**config.mk**
```make
export PLATFORM = sky130hd
export DESIGN_NAME = para_cmd_decoder
export DESIGN_NICKNAME = d
export VERILOG_FILES = /design/src/rtl/para_pkg.sv /design/src/rtl/para_cmd_decoder.sv
export SDC_FILE = /design/constraint.sdc
export NUM_CORES = 1
export LEC_CHECK = 0
export BUFFER_PORTS_ARGS = -buffer_cell sky130_fd_sc_hd__buf_2
export CAP_MARGIN = 5
export CORE_AREA = 4 4 159 161
export CTS_CLUSTER_DIAMETER = 120
export DETAILED_ROUTE_END_ITERATION = 10
export DIE_AREA = 0 0 163 165
export MAX_ROUTING_LAYER = met4
export PLACE_DENSITY = 0.84
export SETUP_SLACK_MARGIN = 0.4
export SLEW_MARGIN = 20
export SYNTH_ARGS = -nofsm -noshare
export SYNTH_HDL_FRONTEND = slang
export SYNTH_SLANG_ARGS = --single-unit
```
**constraint.sdc**
```tcl
create_clock -name clk -period 4.5 [get_ports clk]
set_input_delay 1.125 -clock clk [delete_from_list [all_inputs] [get_ports clk]]
set_output_delay 1.125 -clock clk [all_outputs]
set_load 0.05 [all_outputs]
```
**src/rtl/para_pkg.sv**
```systemverilog
// Shared constants, frame layout and types for the host parameter command decoder.
package para_pkg;

    localparam logic [7:0]  HDR0          = 8'hEB;
    localparam logic [7:0]  HDR1          = 8'h90;
    localparam int unsigned PAYLOAD_BYTES = 21;
    localparam int unsigned PAYLOAD_BITS  = 8 * PAYLOAD_BYTES;

    localparam int unsigned CTRL_RESET      = 0;
    localparam int unsigned CTRL_BEGIN_SEND = 1;
    localparam int unsigned CTRL_BEGIN_SET  = 2;
    localparam int unsigned CTRL_OUT_EN     = 3;
    localparam int unsigned CTRL_SYN_EN     = 4;
    localparam int unsigned CTRL_SCRAMBLE   = 5;

    // Byte offsets of each field within the payload (first payload byte = 0).
    localparam int unsigned OFF_DATA_LEN  = 0;
    localparam int unsigned OFF_BLANK_LEN = 4;
    localparam int unsigned OFF_MODE      = 8;
    localparam int unsigned OFF_DATA_MODE = 9;
    localparam int unsigned OFF_FLAG_MODE = 10;
    localparam int unsigned OFF_CTRL      = 11;
    localparam int unsigned OFF_PKT_HEAD  = 12;
    localparam int unsigned OFF_FLAG_SET  = 16;
    localparam int unsigned OFF_LEN_SET   = 18;

    typedef enum logic [2:0] {
        ST_H0,
        ST_H1,
        ST_CHAN,
        ST_PAY,
        ST_CSUM,
        ST_APPLY
    } state_t;

    typedef struct packed {
        logic [31:0] data_length;
        logic [31:0] blank_length;
        logic [7:0]  mode;
        logic [7:0]  data_mode;
        logic [7:0]  flag_mode;
        logic [5:0]  ctrl;
        logic [31:0] packet_head;
        logic [15:0] flag_set;
        logic [23:0] length_set;
    } fields_t;

endpackage

```
**src/rtl/para_cmd_decoder.sv**
```systemverilog
// Parses EB 90 CH <21 payload> CS frames and drives the parameter bus to one
// channel for APPLY_CYCLES clocks per good frame.
module para_cmd_decoder
    import para_pkg::*;
#(
    parameter logic [7:0]  CH_IDLE      = 8'hFF,
    parameter int unsigned APPLY_CYCLES = 2,
    parameter int unsigned TIMEOUT      = 100000
) (
    input  logic        clk,
    input  logic        rst,
    input  logic [7:0]  rx_data,
    input  logic        rx_valid,
    output logic [7:0]  channel,
    output logic        reset,
    output logic        begin_send,
    output logic        begin_set,
    output logic        out_en,
    output logic        syn_en,
    output logic        scramble,
    output logic [31:0] data_length,
    output logic [31:0] blank_length,
    output logic [31:0] packet_head,
    output logic [7:0]  mode,
    output logic [7:0]  data_mode,
    output logic [7:0]  flag_mode,
    output logic [15:0] flag_set,
    output logic [23:0] length_set,
    output logic        busy,
    output logic        cmd_done,
    output logic        cmd_err
);

    localparam int unsigned TO_W = $clog2(TIMEOUT + 1);

    state_t                  state_q, state_d;
    logic [7:0]              ch_q, ch_d;
    logic [7:0]              sum_q, sum_d;
    logic [7:0]              cs_q, cs_d;
    logic                    cs_vld_q, cs_vld_d;
    logic [4:0]              idx_q, idx_d;
    logic [PAYLOAD_BITS-1:0] shadow_q, shadow_d;
    logic [TO_W-1:0]         to_q, to_d;
    logic [3:0]              apply_q, apply_d;
    logic [7:0]              channel_q, channel_d;
    fields_t                 fields_q, fields_d;
    fields_t                 shadow_fields;
    logic                    done_q, done_d;
    logic                    err_q, err_d;
    logic                    timed_out;

    always_comb begin
        shadow_fields.data_length  = shadow_q[PAYLOAD_BITS-1-8*OFF_DATA_LEN  -: 32];
        shadow_fields.blank_length = shadow_q[PAYLOAD_BITS-1-8*OFF_BLANK_LEN -: 32];
        shadow_fields.mode         = shadow_q[PAYLOAD_BITS-1-8*OFF_MODE      -: 8];
        shadow_fields.data_mode    = shadow_q[PAYLOAD_BITS-1-8*OFF_DATA_MODE -: 8];
        shadow_fields.flag_mode    = shadow_q[PAYLOAD_BITS-1-8*OFF_FLAG_MODE -: 8];
        shadow_fields.ctrl         = shadow_q[PAYLOAD_BITS-1-8*OFF_CTRL-2    -: 6];
        shadow_fields.packet_head  = shadow_q[PAYLOAD_BITS-1-8*OFF_PKT_HEAD  -: 32];
        shadow_fields.flag_set     = shadow_q[PAYLOAD_BITS-1-8*OFF_FLAG_SET  -: 16];
        shadow_fields.length_set   = shadow_q[PAYLOAD_BITS-1-8*OFF_LEN_SET   -: 24];
    end

    always_comb begin
        state_d   = state_q;
        ch_d      = ch_q;
        sum_d     = sum_q;
        cs_d      = cs_q;
        cs_vld_d  = cs_vld_q;
        idx_d     = idx_q;
        shadow_d  = shadow_q;
        apply_d   = apply_q;
        channel_d = channel_q;
        fields_d  = fields_q;
        done_d    = 1'b0;
        err_d     = 1'b0;
        to_d      = '0;
        timed_out = 1'b0;

        // Idle counter runs only mid-frame; any accepted byte clears it.
        if (state_q inside {ST_H1, ST_CHAN, ST_PAY, ST_CSUM} && !rx_valid && !cs_vld_q) begin
            if (to_q == TO_W'(TIMEOUT - 1)) begin
                timed_out = 1'b1;
            end else begin
                to_d = to_q + 1'b1;
            end
        end

        case (state_q)
            ST_H0: begin
                if (rx_valid && rx_data == HDR0) state_d = ST_H1;
            end
            ST_H1: begin
                if (rx_valid) begin
                    if (rx_data == HDR1)      state_d = ST_CHAN;
                    else if (rx_data != HDR0) state_d = ST_H0;
                end
            end
            ST_CHAN: begin
                if (rx_valid) begin
                    ch_d    = rx_data;
                    sum_d   = rx_data;
                    idx_d   = '0;
                    state_d = ST_PAY;
                end
            end
            ST_PAY: begin
                if (rx_valid) begin
                    shadow_d = {shadow_q[PAYLOAD_BITS-9:0], rx_data};
                    sum_d    = sum_q + rx_data;
                    idx_d    = idx_q + 5'd1;
                    if (idx_q == 5'(PAYLOAD_BYTES - 1)) state_d = ST_CSUM;
                end
            end
            ST_CSUM: begin
                // CS byte is registered first and judged one cycle later.
                if (cs_vld_q) begin
                    cs_vld_d = 1'b0;
                    if (cs_q == sum_q && ch_q != CH_IDLE) begin
                        state_d   = ST_APPLY;
                        apply_d   = '0;
                        channel_d = ch_q;
                        fields_d  = shadow_fields;
                        done_d    = 1'b1;
                    end else begin
                        state_d = ST_H0;
                        err_d   = 1'b1;
                    end
                end else if (rx_valid) begin
                    cs_d     = rx_data;
                    cs_vld_d = 1'b1;
                end
            end
            ST_APPLY: begin
                if (apply_q == 4'(APPLY_CYCLES - 1)) begin
                    state_d   = ST_H0;
                    channel_d = CH_IDLE;
                end else begin
                    apply_d = apply_q + 4'd1;
                end
            end
            default: state_d = ST_H0;
        endcase

        if (timed_out) begin
            state_d = ST_H0;
            err_d   = 1'b1;
        end
    end

    always_ff @(posedge clk) begin
        if (rst) begin
            state_q   <= ST_H0;
            ch_q      <= '0;
            sum_q     <= '0;
            cs_q      <= '0;
            cs_vld_q  <= 1'b0;
            idx_q     <= '0;
            shadow_q  <= '0;
            to_q      <= '0;
            apply_q   <= '0;
            channel_q <= CH_IDLE;
            fields_q  <= '0;
            done_q    <= 1'b0;
            err_q     <= 1'b0;
        end else begin
            state_q   <= state_d;
            ch_q      <= ch_d;
            sum_q     <= sum_d;
            cs_q      <= cs_d;
            cs_vld_q  <= cs_vld_d;
            idx_q     <= idx_d;
            shadow_q  <= shadow_d;
            to_q      <= to_d;
            apply_q   <= apply_d;
            channel_q <= channel_d;
            fields_q  <= fields_d;
            done_q    <= done_d;
            err_q     <= err_d;
        end
    end

    assign channel      = channel_q;
    assign reset        = fields_q.ctrl[CTRL_RESET];
    assign begin_send   = fields_q.ctrl[CTRL_BEGIN_SEND];
    assign begin_set    = fields_q.ctrl[CTRL_BEGIN_SET];
    assign out_en       = fields_q.ctrl[CTRL_OUT_EN];
    assign syn_en       = fields_q.ctrl[CTRL_SYN_EN];
    assign scramble     = fields_q.ctrl[CTRL_SCRAMBLE];
    assign data_length  = fields_q.data_length;
    assign blank_length = fields_q.blank_length;
    assign packet_head  = fields_q.packet_head;
    assign mode         = fields_q.mode;
    assign data_mode    = fields_q.data_mode;
    assign flag_mode    = fields_q.flag_mode;
    assign flag_set     = fields_q.flag_set;
    assign length_set   = fields_q.length_set;
    assign busy         = (state_q != ST_H0);
    assign cmd_done     = done_q;
    assign cmd_err      = err_q;

endmodule

```
==> results of run 1 <==
flip-flops by register name, summed over array words and instances, names as in the netlist, 16 cells and up:
register      flops
shadow_q        168
blank_length     32
data_length      32
packet_head      32
length_set       24
to_q             17
flag_set         16
layout by cell type, fill, tap and decap left out, types with 3 or more instances in the layout:
cell                         synthesis  final
sky130_fd_sc_hd__a211oi_1            4      4
sky130_fd_sc_hd__a21oi_1           354    354
sky130_fd_sc_hd__a311oi_1            6      6
sky130_fd_sc_hd__a31oi_1             4      4
sky130_fd_sc_hd__and3_1              6      6
sky130_fd_sc_hd__and4_1              3      3
sky130_fd_sc_hd__buf_12              0      7
sky130_fd_sc_hd__buf_2              27    186
sky130_fd_sc_hd__buf_4              18      6
sky130_fd_sc_hd__clkbuf_1           82      7
sky130_fd_sc_hd__clkbuf_16           0     39
sky130_fd_sc_hd__clkbuf_8            0     11
sky130_fd_sc_hd__clkinv_2            0      3
sky130_fd_sc_hd__clkinvlp_4          0      4
sky130_fd_sc_hd__dfxtp_1           398    398
sky130_fd_sc_hd__ha_1               12     12
sky130_fd_sc_hd__inv_1               8      8
sky130_fd_sc_hd__mux2i_1             9      9
sky130_fd_sc_hd__nand2_1           707    706
sky130_fd_sc_hd__nand3_1            15     15
sky130_fd_sc_hd__nand3b_1            5      5
sky130_fd_sc_hd__nand4_1             4      4
sky130_fd_sc_hd__nand4b_1            3      3
sky130_fd_sc_hd__nor2_1             68     67
sky130_fd_sc_hd__nor2b_1             6      6
sky130_fd_sc_hd__nor3_1             15     15
sky130_fd_sc_hd__o21ai_0            10     10
sky130_fd_sc_hd__o21bai_1            8      8
sky130_fd_sc_hd__or3_1               4      4
sky130_fd_sc_hd__xnor2_1            13     13
sky130_fd_sc_hd__xor2_1             14     14
power breakdown:
part           internal, mW  switching, mW  total (mW)
logic                0.0161         0.0678      0.0839
clock network          1.83           1.29        3.12
registers              3.52       0.000202        3.52
total                  5.37           1.36        6.73
worst paths after layout:
kind | from | endpoint | slack [ps] | cells past startpoint
min reg2reg | blank_length[22] | blank_length[22] | 450 | 2
max | sum_q[0] | reset | 1690 | 7
min | blank_length[22] | blank_length[22] | 450 | 2
max reg2reg | sum_q[0] | reset | 1690 | 7
final cells by class:
| type | instances | area [um2] | share of cell area, % |
|---|---|---|---|
| clock inverters | 9 | 83.8 | 0.499 |
| inverters | 8 | 30.0 | 0.179 |
| multi-input cells | 1301 | 6010 | 35.8 |
| clock buffers | 57 | 1150 | 6.87 |
| well taps | 324 | 405 | 2.42 |
| repair buffers | 200 | 1130 | 6.74 |
| flip-flops and latches | 398 | 7970 | 47.5 |
metrics by stage:
step	hold WS (ps)	cells	area (um2)	power [mW]
after detailed placement	443	2231	15500	3.68
after global routing	464	2297	16800	6.95
after CTS	452	2297	16800	6.78
after global placement	439	2231	15500	3.68
after floorplan	432	1836	14600	3.66
final	448	2297	16800	6.73
layer usage:
layer  share of wire, %  track usage (%)
met1                 43             33.6
met2                 48             41.9
met3                5.5             3.72
met4                2.6             7.62
met5                  0                -
worst register-to-register path, cell delays in order (launching register included):
cell	delay, ps
sky130_fd_sc_hd__dfxtp_1	390
sky130_fd_sc_hd__xnor2_1	150
sky130_fd_sc_hd__o211ai_1	120
sky130_fd_sc_hd__or4_1	650
sky130_fd_sc_hd__nand2b_4	670
sky130_fd_sc_hd__buf_12	490
sky130_fd_sc_hd__nand2_1	150
sky130_fd_sc_hd__a21oi_1	60
kinds of logic (layout without fill, tap and decap cells):
kind of cell | after synthesis | in the layout | synth area share [%]
and+or+nand+nor | 852 | 852 | 23.3
AOI/OAI and AO/OA | 400 | 400 | 14.4
DFF | 398 | 398 | 54.7
buffers and inverters | 137 | 274 | 4.22
xor gates and xnor gates | 27 | 27 | 1.62
adders and majority gates | 13 | 13 | 1.17
muxes | 9 | 9 | 0.618
synth_stat cells, types with 2 or more instances:
cell type | number | area, um2
sky130_fd_sc_hd__nand2_1 | 707 | 2650
sky130_fd_sc_hd__dfxtp_1 | 398 | 7970
sky130_fd_sc_hd__a21oi_1 | 354 | 1770
sky130_fd_sc_hd__clkbuf_1 | 82 | 308
sky130_fd_sc_hd__nor2_1 | 68 | 255
sky130_fd_sc_hd__buf_2 | 27 | 135
sky130_fd_sc_hd__buf_4 | 18 | 135
sky130_fd_sc_hd__nand3_1 | 15 | 75.1
sky130_fd_sc_hd__nor3_1 | 15 | 75.1
sky130_fd_sc_hd__xor2_1 | 14 | 123
sky130_fd_sc_hd__xnor2_1 | 13 | 114
sky130_fd_sc_hd__ha_1 | 12 | 150
sky130_fd_sc_hd__o21ai_0 | 10 | 50.1
sky130_fd_sc_hd__mux2i_1 | 9 | 90.1
sky130_fd_sc_hd__inv_1 | 8 | 30.0
sky130_fd_sc_hd__o21bai_1 | 8 | 60.1
sky130_fd_sc_hd__a311oi_1 | 6 | 52.6
sky130_fd_sc_hd__and3_1 | 6 | 37.5
sky130_fd_sc_hd__nor2b_1 | 6 | 37.5
sky130_fd_sc_hd__nand3b_1 | 5 | 37.5
sky130_fd_sc_hd__a211oi_1 | 4 | 30.0
sky130_fd_sc_hd__a31oi_1 | 4 | 25.0
sky130_fd_sc_hd__nand4_1 | 4 | 25.0
sky130_fd_sc_hd__or3_1 | 4 | 25.0
sky130_fd_sc_hd__and4_1 | 3 | 26.3
sky130_fd_sc_hd__nand2b_1 | 3 | 18.8
sky130_fd_sc_hd__nand4b_1 | 3 | 26.3
sky130_fd_sc_hd__a21o_1 | 2 | 15.0
sky130_fd_sc_hd__and2_1 | 2 | 12.5
sky130_fd_sc_hd__buf_1 | 2 | 7.51
sky130_fd_sc_hd__nor3b_1 | 2 | 15.0
sky130_fd_sc_hd__o211ai_1 | 2 | 15.0
sky130_fd_sc_hd__o21ai_1 | 2 | 10.0
sky130_fd_sc_hd__o22ai_1 | 2 | 12.5
==> metrics.yaml, run 1 <==
run_status: "finished clean"
start_util_pct: 60.8
avgSynthCellArea_um2: 7.94
portBuffers: 187
antenna_found_initial: 0
cts_setup_buffers: 0
routed_wl_um: 34800
drive_above_1_share_pct: 13.4
tritoncts: "done"
drcViolationCount: 0
ys_dominant_reg_cell: "sky130_fd_sc_hd__dfxtp_1"
synth-seq-area-share_pct: 54.7
ordered_cell_list_for_the_critical_path: "xnor2_1, o211ai_1, or4_1, nand2b_4, buf_12, nand2_1, a21oi_1"
tritoncts.num_buffers: 39
final_hold_viol_count: 0
fp.dieArea_um2: 26900
leakagePower_nw: 6.14
yosys_warnings: 0
yosys_register_bits: 398
synthCells: 1836
vias_in_the_first_global_route: 11331
postLayoutCoreUtil_pct: 70.1
grt_setup_unrepaired: "no"
async_reset_ff_share_pct: 0
synth-edff-count: 0
final_critical_path_setup_slack_ps: 1690
dp_worst_setup_slack_ps: 1380
vias_per_cell: 5.51
rows: 57
ant_nets: 0
ys_types: 50
peakVddDrop_v: 0.000322
slew-limit-headroom_pct: 34.3
chipHeight_um: 165
worst-path-buf-inv: 1
cts_buffer_depth: 3
ctsResizeCount: 0
synthesis.area_um2: 14600
power_density_nw_per_um2: 401
cts_hold_buf: 0
area.growth.synth_to_final_pct: 15.2
drv_slew: 0
via_count: 12655
grt_max_degree: 130
boundaryPins: 188
globalRouteTotalUtil_pct: 25.7
max_stage_delay_ps: 660
gp_congestion: 0.870
tightest_slew_ps: 985
detailedPlacementHpwl_um: 21800
achievable-frequency_ghz: 0.357
fin_setup_tns_ps: 0
first_pass_grt_wire_length_um: 55900
cap_viol_max_count: 0
critical-path-top-delay-family: "simple AND/OR/NAND/NOR gates"
worst_hold_path_type: "flip-flop to flip-flop"
crit_path_category: "flip-flop to flip-flop"
worst_path_arrival_ps: 3170
critPathCaptureType: "flip-flop"
antennaDiodeCount: 0
grt_overflow_total: 0
clk_root_buffer_cell: "sky130_fd_sc_hd__clkbuf_16"
fillCellCount: 1912
insertion_delay_ps: 520
synth_fp_nets: 1860
critPathRequiredTime_ps: 4870
clk_pin_slew_ps: 60
core_um2: 24000
crit_path_max_fanout: 95
clock_tree.htree_level_count: 2
setup_viol: 0
period_minus_slack_ps: 2810
timing.critical_path.slowest_stage_cell: "sky130_fd_sc_hd__nand2b_4"
timing.final.crit_share_pct: 62.3
fin_skew_ps: 8.39
dr.pass1.iters: 5
final_net_count: 1972
die_w_um: 163
drt-wirelength-per-cell_um: 15.1
detailedRoute.firstIterationViolations: 1252
critical_path.startpoint_type: "flip-flop"
clock_tree_sinks: 398
(Power assumes the default switching activity.)
==> run 2: changes to the inputs <==
CORE_AREA = 4 4 173 175   (was 4 4 159 161)
DIE_AREA = 0 0 177 179   (was 0 0 163 165)
PLACE_DENSITY = 0.75   (was 0.84)
clock period = 2.4 ns   (was 4.5 ns; I/O delays follow)
==> run 2 against run 1 <==
- power is 93% higher
- flip-flop and latch count unchanged
- die area increased by 18%
- highest routed layer unchanged
==> metrics.yaml, run 2 (same netlist as run 1, synthesis figures left out) <==
slew-limit-headroom_pct: 48.8  # was 34.3%
worst_path_arrival_ps: 2600  # was 3170 ps
drv_slew: 0  # unchanged
hold_path.startpoint: "rst"  # was blank_length[22]
boundaryPins: 188  # unchanged
antennaDiodeCount: 0  # unchanged
holdPathStages: 2  # unchanged
clk_root_buffer_cell: "sky130_fd_sc_hd__clkbuf_16"  # unchanged
hold_slack_ps: 326  # was 448 ps
period_minus_slack_ps: 2160  # was 2810 ps
setup_viol: 0  # unchanged
final_net_count: 2065  # was 1972
tritoncts.num_buffers: 41  # was 39
crit_path_max_fanout: 7  # was 95
clock_tree_sinks: 398  # unchanged
portBuffers: 187  # unchanged
antenna_found_initial: 0  # unchanged
mostFrequentLayoutCell: "sky130_fd_sc_hd__nand2_1"  # unchanged
first_pass_grt_wire_length_um: 56900  # was 55900 um
top_register: "shadow_q"  # unchanged
detailedPlacementHpwl_um: 22700  # was 21800 um
fp.dieArea_um2: 31700  # was 26900 um2
timing.final.crit_share_pct: 89.9  # was 62.3%
dp_worst_setup_slack_ps: 41.7  # was 1380 ps
largest_reg_flops: 168  # unchanged
rows: 62  # was 57
dr.pass1.iters: 5  # unchanged
drive_above_1_share_pct: 23.8  # was 13.4%
layoutNonFillerInstCount: 2455  # was 2297
vias_per_cell: 5.46  # was 5.51
power_density_nw_per_um2: 678  # was 401 nW/um2
r2r_cells: 9  # was 7
start_util_pct: 51.2  # was 60.8%
via_count: 13405  # was 12655
drcViolationCount: 0  # unchanged
critical_path.startpoint_type: "flip-flop"  # unchanged
worstHoldEndpoint: "apply_q[0]"  # was blank_length[22]
clk_pin_slew_ps: 60  # about the same
achievable-frequency_ghz: 0.463  # was 0.357 GHz
run_status: "finished clean"  # unchanged
cts_buffer_depth: 3  # unchanged
core_um2: 28500  # was 24000 um2
rrSetupSlack_ps: 240  # was 1690 ps
globalRouteTotalUtil_pct: 22.1  # was 25.7%
grt_max_degree: 134  # was 130
drt-wirelength-per-cell_um: 17.3  # was 15.1 um
clock_tree.htree_level_count: 2  # unchanged
area.growth.synth_to_final_pct: 31.4  # was 15.2%
insertion_delay_ps: 530  # was 520 ps
chipHeight_um: 179  # was 165 um
tightest_slew_ps: 768  # was 985 ps
final_critical_path_setup_slack_ps: 242  # was 1690 ps
routed_wl_um: 42400  # was 34800 um
die_w_um: 177  # was 163 um
worst_hold_path_type: "input port to flip-flop"  # was flip-flop to flip-flop
crit_path_category: "flip-flop to flip-flop"  # unchanged
gp_congestion: 0.883  # was 0.870
cap_viol_max_count: 0  # unchanged
tritoncts: "done"  # unchanged
grt_overflow_total: 0  # unchanged
detailedRoute.firstIterationViolations: 1291  # was 1252
fin_skew_ps: 16.5  # was 8.39 ps
vias_in_the_first_global_route: 11487  # was 11331
critPathRequiredTime_ps: 2840  # was 4870 ps
final_hold_viol_count: 0  # unchanged
timing.rr.start: "sum_q[4]"  # was sum_q[0]
critPathCaptureType: "flip-flop"  # unchanged
fillCellCount: 2244  # was 1912
leakagePower_nw: 7.51  # was 6.14 nW
final_cell_mix: "660 x sky130_fd_sc_hd__nand2_1, 390 x sky130_fd_sc_hd__dfxtp_1, 294 x sky130_fd_sc_hd__a21oi_1, 185 x sky130_fd_sc_hd__buf_2, 67 x sky130_fd_sc_hd__nor2_1"  # was 706 x sky130_fd_sc_hd__nand2_1, 398 x sky130_fd_sc_hd__dfxtp_1, 354 x sky130_fd_sc_hd__a21oi_1, 186 x sky130_fd_sc_hd__buf_2, 67 x sky130_fd_sc_hd__nor2_1
grt_setup_unrepaired: "yes"  # was no
ant_nets: 0  # unchanged
peakVddDrop_v: 0.000552  # was 0.000322 V
reg2reg_to: "data_length[5]"  # was reset
dp_cells: 2320  # was 2231
cts_hold_buf: 0  # unchanged
-- run 2: cell types whose count changed in the layout (fill, tap and decap cells not counted), sizes merged --
| cell | delta |
|---|---|
| clkinv | +3 |
| buf | +68 |
| clkinvlp | -3 |
| clkbuf | +29 |
| bufinv | +1 |
-- run 2: final cells by class --
class | count | area, um2 | area share (%)
well taps | 384 | 480 | 2.51
clock inverters | 10 | 118 | 0.614
flip-flops and latches | 398 | 7990 | 41.7
clock buffers | 63 | 1190 | 6.21
multi-input cells | 1301 | 6730 | 35.1
inverters | 8 | 30.0 | 0.157
repair buffers | 291 | 2610 | 13.6
-- run 2: through the flow --
stage	TNS [ps]	cell area, um2	total power [mW]	utilization (%)
after detailed placement	0	16000	6.92	56.4
after floorplan	0	14600	6.86	-
after global placement	-1.90	16000	6.92	56.4
after global routing	0	19100	13.3	67.3
after CTS	0	17600	13.0	61.7
final	0	19100	13.0	67.3
-- run 2: how the worst max path moves through the flow --
stage / from / to / depth (start not counted)
2_1_floorplan: rx_data[3] / sum_q[7] / 7
3_3_place_gp: rx_data[4] / sum_q[7] / 8
3_5_place_dp: rx_data[4] / sum_q[7] / 8
4_1_cts: cs_q[5] / flag_set[12] / 8
5_1_grt: cs_q[3] / blank_length[3] / 9
6_report: sum_q[4] / data_length[5] / 9
-- run 2: critical path, stage by stage, from the launching register on --
cell,delay (ps)
sky130_fd_sc_hd__dfxtp_4,360
sky130_fd_sc_hd__xnor2_2,180
sky130_fd_sc_hd__nand4_1,130
sky130_fd_sc_hd__or4_4,550
sky130_fd_sc_hd__nor2b_4,160
sky130_fd_sc_hd__buf_12,150
sky130_fd_sc_hd__buf_16,160
sky130_fd_sc_hd__clkbuf_16,180
sky130_fd_sc_hd__nand2_1,60
sky130_fd_sc_hd__a21oi_1,140
-- run 2: routing by layer --
metal	GRT usage [%]	vias to the layer above	share of wire, %
met5	-	-	0
met4	6.51	0	2.6
met3	3.37	90	6.5
met2	36.1	509	49
met1	28.7	6376	42
li1	-	6430	-
-- run 2: report_power, final --
group	switching, mW	total [mW]	internal (mW)
Combinational	0.146	0.187	0.0419
Clock	2.56	6.20	3.64
Sequential	0.000121	6.60	6.60
-- run 2: timing repair --
item	4_1_cts	5_1_grt
buffers inserted	12	15
setup endpoints to repair	283	282
gates cloned	2	33
gates resized for setup	18	191
pin swaps	1	76
